[src/rtl/sigmoid_pkg.sv]
// Shared constants for the PLAN sigmoid/tanh pipeline: breakpoints, offsets,
// slope shifts, mode encoding and the region type.
package sigmoid_pkg;

  // Breakpoints on |a| in 1/8 units: 1.0, 2.375, 5.0
  localparam int BP_R1_8 = 8;
  localparam int BP_R2_8 = 19;
  localparam int BP_R3_8 = 40;

  // Segment offsets in 1/32 units: 0.5, 0.625, 0.84375
  localparam int OFF_R0_32 = 16;
  localparam int OFF_R1_32 = 20;
  localparam int OFF_R2_32 = 27;

  localparam int SH_R0 = 2;
  localparam int SH_R1 = 3;
  localparam int SH_R2 = 5;

  localparam logic MODE_SIG  = 1'b0;
  localparam logic MODE_TANH = 1'b1;

  typedef enum logic [1:0] {
    R0 = 2'd0,
    R1 = 2'd1,
    R2 = 2'd2,
    R3 = 2'd3
  } region_e;

endpackage

[src/rtl/sigmoid_plan_seg.sv]
// Combinational PLAN segment evaluator: maps |a|, region and sign to s in
// [0, 1.0] with F = OW-1 fraction bits. Every shift is exact.
module sigmoid_plan_seg
  import sigmoid_pkg::*;
#(
  parameter int IW = 8,
  parameter int FI = 5,
  parameter int OW = 16
) (
  input  logic [IW:0]   abs_i,
  input  region_e       region_i,
  input  logic          neg_i,
  output logic [OW-1:0] s_o
);

  localparam int F  = OW - 1;
  localparam int PW = OW + IW + 2;
  localparam logic [PW-1:0] ONE = PW'(1) << F;

  logic [PW-1:0] al;
  logic [PW-1:0] p;

  always_comb begin
    al = PW'(abs_i) << (F - FI);
    case (region_i)
      R0:      p = (al >> SH_R0) + (PW'(OFF_R0_32) << (F - 5));
      R1:      p = (al >> SH_R1) + (PW'(OFF_R1_32) << (F - 5));
      R2:      p = (al >> SH_R2) + (PW'(OFF_R2_32) << (F - 5));
      default: p = ONE;
    endcase
    // Negative arguments use the odd symmetry sigma(-a) = 1 - sigma(a)
    s_o = neg_i ? OW'(ONE - p) : OW'(p);
  end

endmodule

[src/rtl/sigmoid_pipe.sv]
// Two-stage streaming PLAN sigmoid/tanh unit with valid/ready backpressure.
// Stage 1 classifies the argument, stage 2 evaluates the segment and formats.
module sigmoid_pipe
  import sigmoid_pkg::*;
#(
  parameter int IW = 8,
  parameter int FI = 5,
  parameter int OW = 16
) (
  input  logic                 clk,
  input  logic                 rst,
  input  logic                 i_in_valid,
  output logic                 o_in_ready,
  input  logic signed [IW-1:0] i_x,
  input  logic                 i_mode,
  output logic                 o_out_valid,
  input  logic                 i_out_ready,
  output logic [OW-1:0]        o_y,
  output logic                 o_sat
);

  localparam int F     = OW - 1;
  localparam int TH_R1 = BP_R1_8 << (FI - 3);
  localparam int TH_R2 = BP_R2_8 << (FI - 3);
  localparam int TH_R3 = BP_R3_8 << (FI - 3);
  localparam logic signed [OW+1:0] ONE_T = (OW+2)'(1) << F;

  // t = 2s - 1; the single unrepresentable value +1.0 clips to 2^F-1
  function automatic logic [OW-1:0] tanh_sat(input logic [OW-1:0] s);
    logic signed [OW+1:0] t;
    t = $signed({1'b0, s, 1'b0}) - ONE_T;
    return (t == ONE_T) ? OW'(ONE_T - 1) : t[OW-1:0];
  endfunction

  logic                 vld_p1_q, vld_p2_q, rdy_p2;
  logic signed [IW:0]   a_d;
  logic [IW:0]          abs_d;
  region_e              region_d;
  logic                 neg_p1_q, mode_p1_q;
  logic [IW:0]          abs_p1_q;
  region_e              region_p1_q;
  logic [OW-1:0]        s_p2, y_d, y_p2_q;
  logic                 sat_d, sat_p2_q;

  assign rdy_p2      = !vld_p2_q || i_out_ready;
  assign o_in_ready  = !rst && (!vld_p1_q || rdy_p2);
  assign o_out_valid = vld_p2_q;
  assign o_y         = y_p2_q;
  assign o_sat       = sat_p2_q;

  // ---- stage 1: argument, magnitude, region ----
  always_comb begin
    a_d   = (i_mode == MODE_TANH) ? {i_x, 1'b0} : {i_x[IW-1], i_x};
    abs_d = a_d[IW] ? (~a_d + 1'b1) : a_d;
    if (int'(abs_d) >= TH_R3)      region_d = R3;
    else if (int'(abs_d) >= TH_R2) region_d = R2;
    else if (int'(abs_d) >= TH_R1) region_d = R1;
    else                           region_d = R0;
  end

  always_ff @(posedge clk) begin
    if (o_in_ready && i_in_valid) begin
      neg_p1_q    <= a_d[IW];
      abs_p1_q    <= abs_d;
      mode_p1_q   <= i_mode;
      region_p1_q <= region_d;
    end
  end

  // ---- stage 2: segment value and output format ----
  sigmoid_plan_seg #(.IW(IW), .FI(FI), .OW(OW)) u_seg (
    .abs_i    (abs_p1_q),
    .region_i (region_p1_q),
    .neg_i    (neg_p1_q),
    .s_o      (s_p2)
  );

  always_comb begin
    y_d   = (mode_p1_q == MODE_TANH) ? tanh_sat(s_p2) : s_p2;
    sat_d = (region_p1_q == R3);
  end

  // Outputs are cleared by reset so nothing stale is visible after abort
  always_ff @(posedge clk or posedge rst) begin
    if (rst) begin
      vld_p1_q <= 1'b0;
      vld_p2_q <= 1'b0;
      y_p2_q   <= '0;
      sat_p2_q <= 1'b0;
    end else begin
      if (o_in_ready) vld_p1_q <= i_in_valid;
      if (rdy_p2) begin
        vld_p2_q <= vld_p1_q;
        if (vld_p1_q) begin
          y_p2_q   <= y_d;
          sat_p2_q <= sat_d;
        end
      end
    end
  end

endmodule

[config.mk]
export PLATFORM = sky130hd
export DESIGN_NAME = sigmoid_pipe
export DESIGN_NICKNAME = d
export VERILOG_FILES = /design/src/rtl/sigmoid_pkg.sv /design/src/rtl/sigmoid_plan_seg.sv /design/src/rtl/sigmoid_pipe.sv
export SDC_FILE = /design/constraint.sdc
export NUM_CORES = 1
export LEC_CHECK = 0
export ABC_CLOCK_PERIOD_IN_PS = 5640
export CORE_MARGIN = 3
export CORE_UTILIZATION = 58
export DETAILED_ROUTE_END_ITERATION = 12
export PLACE_DENSITY_LB_ADDON = 0.2
export SLEW_MARGIN = 30
export SYNTH_ARGS = -nofsm -noshare
export SYNTH_HDL_FRONTEND = slang
export SYNTH_SLANG_ARGS = --single-unit
export TNS_END_PERCENT = 50
[constraint.sdc]
create_clock -name clk -period 5.64 [get_ports clk]
set_clock_uncertainty 0.05 [all_clocks]
set_input_delay 0.846 -clock clk [delete_from_list [all_inputs] [get_ports clk]]
set_output_delay 0.846 -clock clk [all_outputs]
set_load 0.01 [all_outputs]
* Yosys cells after proc, flatten, opt, wreduce, memory -nomap -nowiden
Cells that the tools add are included.
** Storage, ports and cells
- Bits in registers :: 32
- Input bits :: 13
- Output and inout port bits :: 19
- Word-level logic and storage cells :: 41
** Cells by class
- Add/sub/neg operators :: 6
- Order comparisons :: 3
- Equal/unequal tests :: 4
- Mux-type cells :: 8
- Bitwise operators :: 1
- Reduce and logical (&&, ||, !) cells :: 10
** Operators by type and width (number)
- 16-bit 2-to-1 mux :: 3
- 16-bit one-hot mux with 3 select lines :: 1
- 16-bit by 15-bit adder with 16-bit output (second input constant) :: 2
- 18-bit by 17-bit equality test with 1-bit output (second input constant) :: 1
- 17-bit by 16-bit subtractor with 18-bit output (second input constant) :: 1
- 14-bit by 15-bit adder with 16-bit output (second input constant) :: 1
- 16-bit subtractor (first input constant) :: 1
- 9-bit by 1-bit adder with 9-bit output (second input constant) :: 1
- 9-bit by 6-bit greater-or-equal comparator with 1-bit output (second input constant) :: 1
- 9-bit by 7-bit greater-or-equal comparator with 1-bit output (second input constant) :: 1
- 9-bit by 8-bit greater-or-equal comparator with 1-bit output (second input constant) :: 1
- 9-bit 2-to-1 mux :: 1
- 9-bit NOT :: 1
- 8-bit 2-to-1 mux :: 1
- 2-bit equality test (second input constant) :: 2
- 1-bit zero test :: 3
- 2-bit by 1-bit equality test with 1-bit output (second input constant) :: 1
- 1-bit logical AND :: 2
- 2-bit zero test :: 1
- 1-bit logical OR :: 2
- 1-bit 2-to-1 mux :: 2
- 2-bit AND reduction :: 1
- 2-bit OR reduction :: 1

* Depth between registers and ports, before layout
Gate-level depths: netlist (run 1).
- Depth in word-level cells :: 8
- Depth in mapped cells :: 13
- Depth with buffers taken out :: 12

* Modules after synthesis
From an unflattened synthesis (run 1), not the netlist that was laid out.
** Unflattened totals
- Cell total of the unflattened synthesis :: 251
- Area total of the unflattened synthesis :: 2404.8 sq um
** By module, submodules not included
- sigmoid_pipe :: times used 1, cells each 163, area each 1754.2 sq um, seq. area each 865.8 sq um
- sigmoid_plan_seg :: times used 1, cells each 88, area each 650.6 sq um, seq. area each 0.0 sq um

* Worst setup path before layout (run 1)
No wires, ideal clock.
- Path type :: input-to-reg
- From :: input port i_mode
- To :: register region_p1_q[0], data pin
- Setup time :: 259 ps
- Arrival time :: 2954 ps
- Required time :: 5331 ps
- Setup slack :: 2378 ps
- Stages :: 12
- Buffers on the path :: 1
- Path through :: clkbuf_1 -> mux2i_1 -> ha_1 -> nand2b_1 -> or2_2 -> or4_1 -> nand2_1 -> nand2_1 -> o2111ai_1 -> inv_1 -> nor2_1 -> o21bai_1
** On the way
- Longest elaborated chain between the ends :: 7
- Elaborated cells on any way between the ends :: 9
- Those cells by class :: add/sub: 1; order compare: 3; mux: 4; bitwise: 1
** RTL lines
- start: declaration :: line sigmoid_pipe.sv:15 : input logic i_mode,
- 8-bit 2-to-1 mux (*) :: line sigmoid_pipe.sv:53 : a_d = (i_mode == MODE_TANH) ? {i_x, 1'b0} : {i_x[IW-1], i_x};
- 9-bit NOT :: line sigmoid_pipe.sv:54 : abs_d = a_d[IW] ? (~a_d + 1'b1) : a_d;
- 9-bit by 1-bit adder with 9-bit output :: line sigmoid_pipe.sv:54
- 9-bit 2-to-1 mux (*) :: line sigmoid_pipe.sv:54
- net abs_d[6] :: line sigmoid_pipe.sv:37 : logic [IW:0] abs_d;
- 9-bit by 6-bit greater-or-equal comparator with 1-bit output :: line sigmoid_pipe.sv:57 : else if (int'(abs_d) >= TH_R1) region_d = R1;
- 1-bit 2-to-1 mux :: line sigmoid_pipe.sv:57
- 1-bit 2-to-1 mux :: line sigmoid_pipe.sv:56 : else if (int'(abs_d) >= TH_R2) region_d = R2;
- end signal: assignment :: line sigmoid_pipe.sv:66 : region_p1_q <= region_d;
- end: declaration :: line sigmoid_pipe.sv:41 : region_e region_p1_q;
The timed path passes the listed nets; every way through them passes the cells marked *.
A chain may end at the register's enable or synchronous reset.

* Worst setup path after layout (run 1)
Same ends and word-level chain as after synthesis.

==> flow_summary.yaml, run 1 <==
place:
  port_buffers: 31
  pre_cts_ws_ps: 1630
  hpwl_um: 3170
  gp_congestion: 0.844
synth:
  synth_compound_area_share_pct: 23.7
  yosysMostFrequentCell: "nand2_1"
  yosysUniqueCellTypes: 50
  yosysSeqAreaShare_pct: 36.1
  async_reset_ff_share_pct: 53.6
  yosys.area_share.simple_pct: 19.7
  yosys.area.top_type: "edfxtp_1"
  synth_common_cells: "27 x nand2_1, 18 x a21oi_1, 15 x dfrtp_1"
  netlist_area_mm2: 0.00212
  syn_area_per_cell_um2: 8.83
  synth_xor_area_share_pct: 5.79
  synth_edf_count: 13
  synthCells: 240
  synth_top_family_by_area: "compound AO/OA/AOI/OAI gates"
  yosys.area.top_type_share_pct: 18.4
  muxShareOfSynthArea_pct: 4.19
  syn_nets: 260
  synth_area_leaders: "edfxtp_1 18%, dfrtp_1 18%, nand2_1 4.8%"
  yosys.area_share.adder_pct: 4.13
  ys_ff_latch: 28
  synth_warnings: 0
  synth_ff_type: "dfrtp_1"
die:
  die_w_um: 66.4
  io_pins: 32
  core_mm2: 0.00342
  initial_core_util_pct: 62.0
  std_cell_rows: 21
  die_h_um: 66.4
  dieArea_mm2: 0.00441
timing:
  maxSlewHeadroom_pct: 61.0
  max_freq_mhz: 272
  period_share_pct: 65.3
  setup_violations: 0
  finalCriticalPeriod_ps: 3680
  rsz0062_at_grt: "false"
  hold_viol_final: 0
  worst_slack_ps: 1960
  tightest_slew_ps: 585
  tns_ps: 0
  slew_viol_final: 0
cts:
  clock-root-buffer: "clkbuf_4"
  path_clk_slew_ps: 150
  cts_buffers: 3
  ctsHoldBuffers: 0
  post_cts_buffers: 0
  clkSinkCount: 28
  htree_levels: 1
  postCtsResizedCells: 0
  clock_latency_ps: 330
  cts_buffer_depth: 2
  cts_tree: "yes"
cells_and_area:
  multi_input_area_mm2: 0.00122
  insertedDiodeCount: 0
  layout-drive-gt1-share_pct: 5.32
  fillers: 273
  syn2layout_area_growth_pct: 15.6
  layout.nets: 284
  regArea_um2: 766
critical_path:
  rr_startpoint: "region_p1_q[1]$_SDFFCE_PP1P_"
  cp-end-kind: "flop"
  startpoint: "i_mode"
  critPathLaunchType: "input port"
  reg2reg_depth: 8
  r2r_end: "o_y[7]$_DFFE_PP0P_"
  cp_max_fo: 16
  setup.worst_path.end: "region_p1_q[0]$_SDFFCE_PP1P_"
  cpMostUsedCell: "nand2_1"
  crit_chain: "clkdlybuf4s50_1, inv_1, nand2_1, ha_1, nand2b_1, or2_2, or4_1, nand2_1, nand2_1, o2111ai_1, inv_1, nor2_1, o21bai_1"
  cp_slowest_cell: "clkdlybuf4s50_1"
  cp_data_arrival_time_ps: 3720
  critical_path_class: "input port to flop"
  cpPeakStageDelay_ps: 810
  required_ps: 5680
  ff2ff_setup_slack_ps: 2070
worst_hold_path:
  hp-start: "o_sat$_DFFE_PP0P_"
  hold_class: "flop to flop"
global_routing:
  antenna_found_initial: 0
  gr-total-overflow: 0
  grt_pass1_wl_um: 7230
  grt_pass1_vias: 1654
  grt_usage_pct: 20.7
  grt_max_degree: 21
power:
  p_leak_uw: 0.000952
  cellPowerDensity_mw_per_mm2: 261
  vdd_ir_drop_max_v: 0.000141
outcome:
  status: "completed"
route:
  dr_total_vias: 1807
  avgRoutedWirePerCell_um: 13.2
  drtIter0Drc: 117
  first_pass_iters: 5
  via_per_inst: 5.85
  ant_nets: 0
  routed_wl_um: 4080
  drcViolationCount: 0
run:
  maxCapViolCount: 0
[area by class of cell]
type / count / area share [%]
clock buffer: 4 / 1.94
inverter: 13 / 1.99
multi-input combinational: 187 / 49.8
sequential: 28 / 31.3
tap: 46 / 2.35
timing repair buffer: 31 / 12.7
[worst min-delay path by stage]
stage                                    to  slack [ps]  cells after the start
floorplan           o_out_valid$_DFFE_PP0N_         440                      1
CTS                       o_sat$_DFFE_PP0P_         460                      2
detailed placement        o_sat$_DFFE_PP0P_         430                      2
finish                    o_sat$_DFFE_PP0P_         460                      2
global placement          o_sat$_DFFE_PP0P_         420                      2
global route              o_sat$_DFFE_PP0P_         530                      2
[where the power goes]
part	internal (uW)	switching [uW]	total, uW
Clock	54.2	57.0	111
Combinational	125	121	246
Sequential	253	28.5	282
[logic make-up (layout without fill, tap and decap cells)]
kind of cell,after synthesis,in the layout
AO/OA/AOI/OAI,74,74
XOR/XNOR,14,14
adder cells (fa/ha/maj),7,7
buffers and inverters,25,48
flip-flops,28,28
multiplexers,8,8
AND/OR/NAND/NOR,84,84
[worst max-delay path: cells and delay by family]
| family | cells | cell delay, ps |
|---|---|---|
| compound gates | 2 | 240 |
| fa+ha+maj | 1 | 170 |
| buf+inv | 3 | 1130 |
| simple gates | 7 | 1330 |
[registers in the layout, summed over array words and instances (netlist names)]
register and count:
o_sat 1, o_out_valid 1, vld_p1_q 1, abs_p1_q 9, region_p1_q 2, o_y 12
neg_p1_q 1, mode_p1_q 1
[metal layers]
metal	global-route usage [%]	part of all wire, %	up-vias
met1	28.2	47	835
met2	33.6	49	41
met5	0	0	-
met4	6.85	0.69	0
li1	-	-	927
met3	3.06	3.4	4
[through the flow]
step                power [uW]  instances  hold slack [ps]  utilization [%]  cell area [um^2]
finish                     639        309              458             71.7              2450
global placement           526        305              424             70.3              2400
global route               683        309              526             71.7              2450
floorplan                  430        240              438                -              2120
CTS                        643        309              462             71.7              2450
detailed placement         531        305              428             70.3              2400
[cells in the final DEF (no fill, tap or decap), types with 2 or more instances in the layout]
cell type        synthesis  routed
nor3_1                   8       8
nand3b_1                 2       2
xor2_1                   6       6
dfrtp_1                 15      15
o31ai_1                  3       3
ha_1                     7       7
a32oi_1                  2       2
inv_1                   13      13
nand3_1                  4       4
o311ai_0                 2       2
mux2_2                   3       3
nor4_1                   3       3
nand2_1                 27      27
and2_1                   4       4
o21ai_0                 13      13
a22oi_1                  2       2
a31oi_1                  6       6
or4_1                    2       2
a211oi_1                 2       2
nand2b_1                 9       9
xnor2_1                  8       8
o21ai_1                  2       2
o2bb2ai_1                3       3
a22o_1                   2       2
or2_2                    2       2
o22ai_1                  8       8
edfxtp_1                13      13
nor2b_1                  7       7
clkdlybuf4s50_1          0      31
nor2_1                  13      13
mux2i_1                  4       4
a21oi_1                 18      18
clkbuf_4                 0       3
(Power assumes the default switching activity.)
==> inputs of run 2 (changes only) <==
--- a/config.mk
+++ b/config.mk
@@ -5,9 +5,9 @@
 export SDC_FILE = /design/constraint.sdc
 export NUM_CORES = 1
 export LEC_CHECK = 0
-export ABC_CLOCK_PERIOD_IN_PS = 5640
+export ABC_CLOCK_PERIOD_IN_PS = 3400
 export CORE_MARGIN = 3
-export CORE_UTILIZATION = 58
+export CORE_UTILIZATION = 54
 export DETAILED_ROUTE_END_ITERATION = 12
 export PLACE_DENSITY_LB_ADDON = 0.2
 export SLEW_MARGIN = 30
==> constraint.sdc (replaced) <==
create_clock -name clk -period 3.4 [get_ports clk]
set_clock_uncertainty 0.05 [all_clocks]
set_input_delay 0.51 -clock clk [delete_from_list [all_inputs] [get_ports clk]]
set_output_delay 0.51 -clock clk [all_outputs]
set_load 0.01 [all_outputs]
==> flow_summary.yaml, run 2 (synthesis gave the netlist of run 1 again) <==
power:
  cellPowerDensity_mw_per_mm2: 439
  vdd_ir_drop_max_v: 0.000236
  p_int_uw: 764
  clock_power_share_pct: 20.6
  swShare_pct: 31.3
  p_leak_uw: 0.00100
  p_comb_share_pct: 38.0
  switchingPower_uw: 348
  seq_power_share_pct: 41.4
die:
  initial_core_util_pct: 57.0
  core_mm2: 0.00372
  std_cell_rows: 22
  io_pins: 32
  die_h_um: 68.6
  dieArea_mm2: 0.00471
  die_w_um: 68.6
run:
  maxCapViolCount: 0
global_routing:
  gr-total-overflow: 0
  grt_pass1_wl_um: 6990
  grt_max_degree: 20
  grt_use_met3_pct: 2.59
  grt_pass1_vias: 1639
  grt_util_met1_pct: 25.8
  grt_busiest_layer: "met2"
  grt_usage_pct: 19.5
  antenna_found_initial: 0
  met2_usage_pct: 32.1
critical_path:
  critical_path_class: "input port to flop"
  cp_slowest_cell: "or4_1"
  required_ps: 3380
  cp-end-kind: "flop"
  crit_chain: "clkdlybuf4s50_1, mux2i_1, ha_1, nand2b_1, or2_2, or4_1, nand3_1, o2111ai_1, nor3_1, o21bai_1"
  cpPeakStageDelay_ps: 550
  cp_max_fo: 4
  critical_path_buf_inv_count: 1
  cp_data_arrival_time_ps: 3040
  crit_family: "simple AND/OR/NAND/NOR gates"
  critPathLaunchType: "input port"
route:
  drtIter0Drc: 142
  avgRoutedWirePerCell_um: 13.2
  drcViolationCount: 0
  via_per_inst: 5.70
  dr_total_vias: 1817
  ant_nets: 0
  first_pass_iters: 4
  routed_wl_um: 4230
cts:
  path_clk_slew_ps: 80
  clock-root-buffer: "clkbuf_8"
  cts_tree: "yes"
  clkSinkCount: 28
  cts_buffer_depth: 2
  clock_latency_ps: 280
  cts_buffers: 3
  htree_levels: 1
  post_cts_buffers: 0
cells_and_area:
  largest_reg_flops: 12
  layout.nets: 292
  syn2layout_area_growth_pct: 19.6
  layout_common_cells: "31 x clkdlybuf4s50_1, 27 x nand2_1, 18 x a21oi_1, 15 x dfrtp_1"
  final_common_cell: "clkdlybuf4s50_1"
  insertedDiodeCount: 0
  layout-drive-gt1-share_pct: 8.49
timing:
  max_freq_mhz: 326
  holdWs_ps: 454
  hold_viol_final: 0
  tns_ps: 0
  tightest_slew_ps: 580
  slew_viol_final: 0
  setup_violations: 0
  rsz0062_at_grt: "false"
  maxSlewHeadroom_pct: 61.3
  finalCriticalPeriod_ps: 3060
  period_share_pct: 90.1
outcome:
  status: "completed"
worst_hold_path:
  hold_class: "flop to flop"
place:
  hpwl_um: 3290
  gp_congestion: 0.842
  port_buffers: 31
==> run 2: cell types whose count changed in the layout (fill, tap and decap cells not counted) <==
cell | previous run | this run
clkbuf_8 | 0 | 3
buf_4 | 0 | 8
clkbuf_4 | 3 | 0
or4_4 | 0 | 1
or4_1 | 2 | 1
==> run 2: timing repair <==
item                       CTS  global route
resized for setup            0             1
hold buffers                 0             0
setup endpoints to repair    0             4
==> run 2: power groups by stage <==
| stage | Combinational, uW | Clock (uW) | Sequential (uW) |
|---|---|---|---|
| CTS | 423 | 235 | 461 |
| floorplan | 228 | 0 | 486 |
| detailed placement | 421 | 0 | 469 |
| finish | 422 | 229 | 460 |
| global placement | 416 | 0 | 467 |
| global route | 473 | 249 | 469 |
==> run 2: final cells by class <==
| class | instances | area [um^2] |
|---|---|---|
| multi-input cells | 187 | 1220 |
| fillers | 312 | 1180 |
| flip-flops and latches | 28 | 766 |
| repair buffers | 39 | 370 |
| clock buffers | 4 | 66.3 |
| well taps | 48 | 60.1 |
| inverters | 13 | 48.8 |
==> run 2: metal layers <==
layer  routed length (um)  share of wire (%)
met1                 1970                 47
met2                 2070                 49
met3                   97                2.3
met4                   84                2.0
met5                    0                  0
==> run 2: path summary, 6_finish.rpt <==
path / slack (ps) / end / start / depth (start not counted)
worst max-delay path: 340 / region_p1_q[0]$_SDFFCE_PP1P_ / i_mode / 10
worst min-delay path: 450 / o_sat$_DFFE_PP0P_ / o_sat$_DFFE_PP0P_ / 2
worst max register to register: 370 / o_y[8]$_DFFE_PP0P_ / abs_p1_q[5]$_DFFE_PP_ / 10
worst min register to register: 450 / o_sat$_DFFE_PP0P_ / o_sat$_DFFE_PP0P_ / 2
max in group asynchronous: 2350 / o_sat$_DFFE_PP0P_ / rst / 2
min in group asynchronous: 560 / o_out_valid$_DFFE_PP0N_ / rst / 2
==> run 2: per-stage QoR <==
stage	setup WS, ps	instance area [um^2]	util (%)	cells	total power [uW]
finish	336	2530	68.2	319	1110
floorplan	474	2120	-	240	714
detailed placement	80.2	2460	66.3	315	890
global placement	174	2460	66.3	315	883
CTS	237	2530	68.1	319	1120
global route	109	2530	68.2	319	1190
==> run 2: worst register-to-register path, stage by stage, from the launching register on <==
cell and delay [ps]:
edfxtp_1 420, inv_1 100, ha_1 290, nand2b_1 100, a21oi_1 80, a21o_1 220
or3_1 390, nor4_1 360, xor2_1 140, or4_4 620, a31oi_1 200
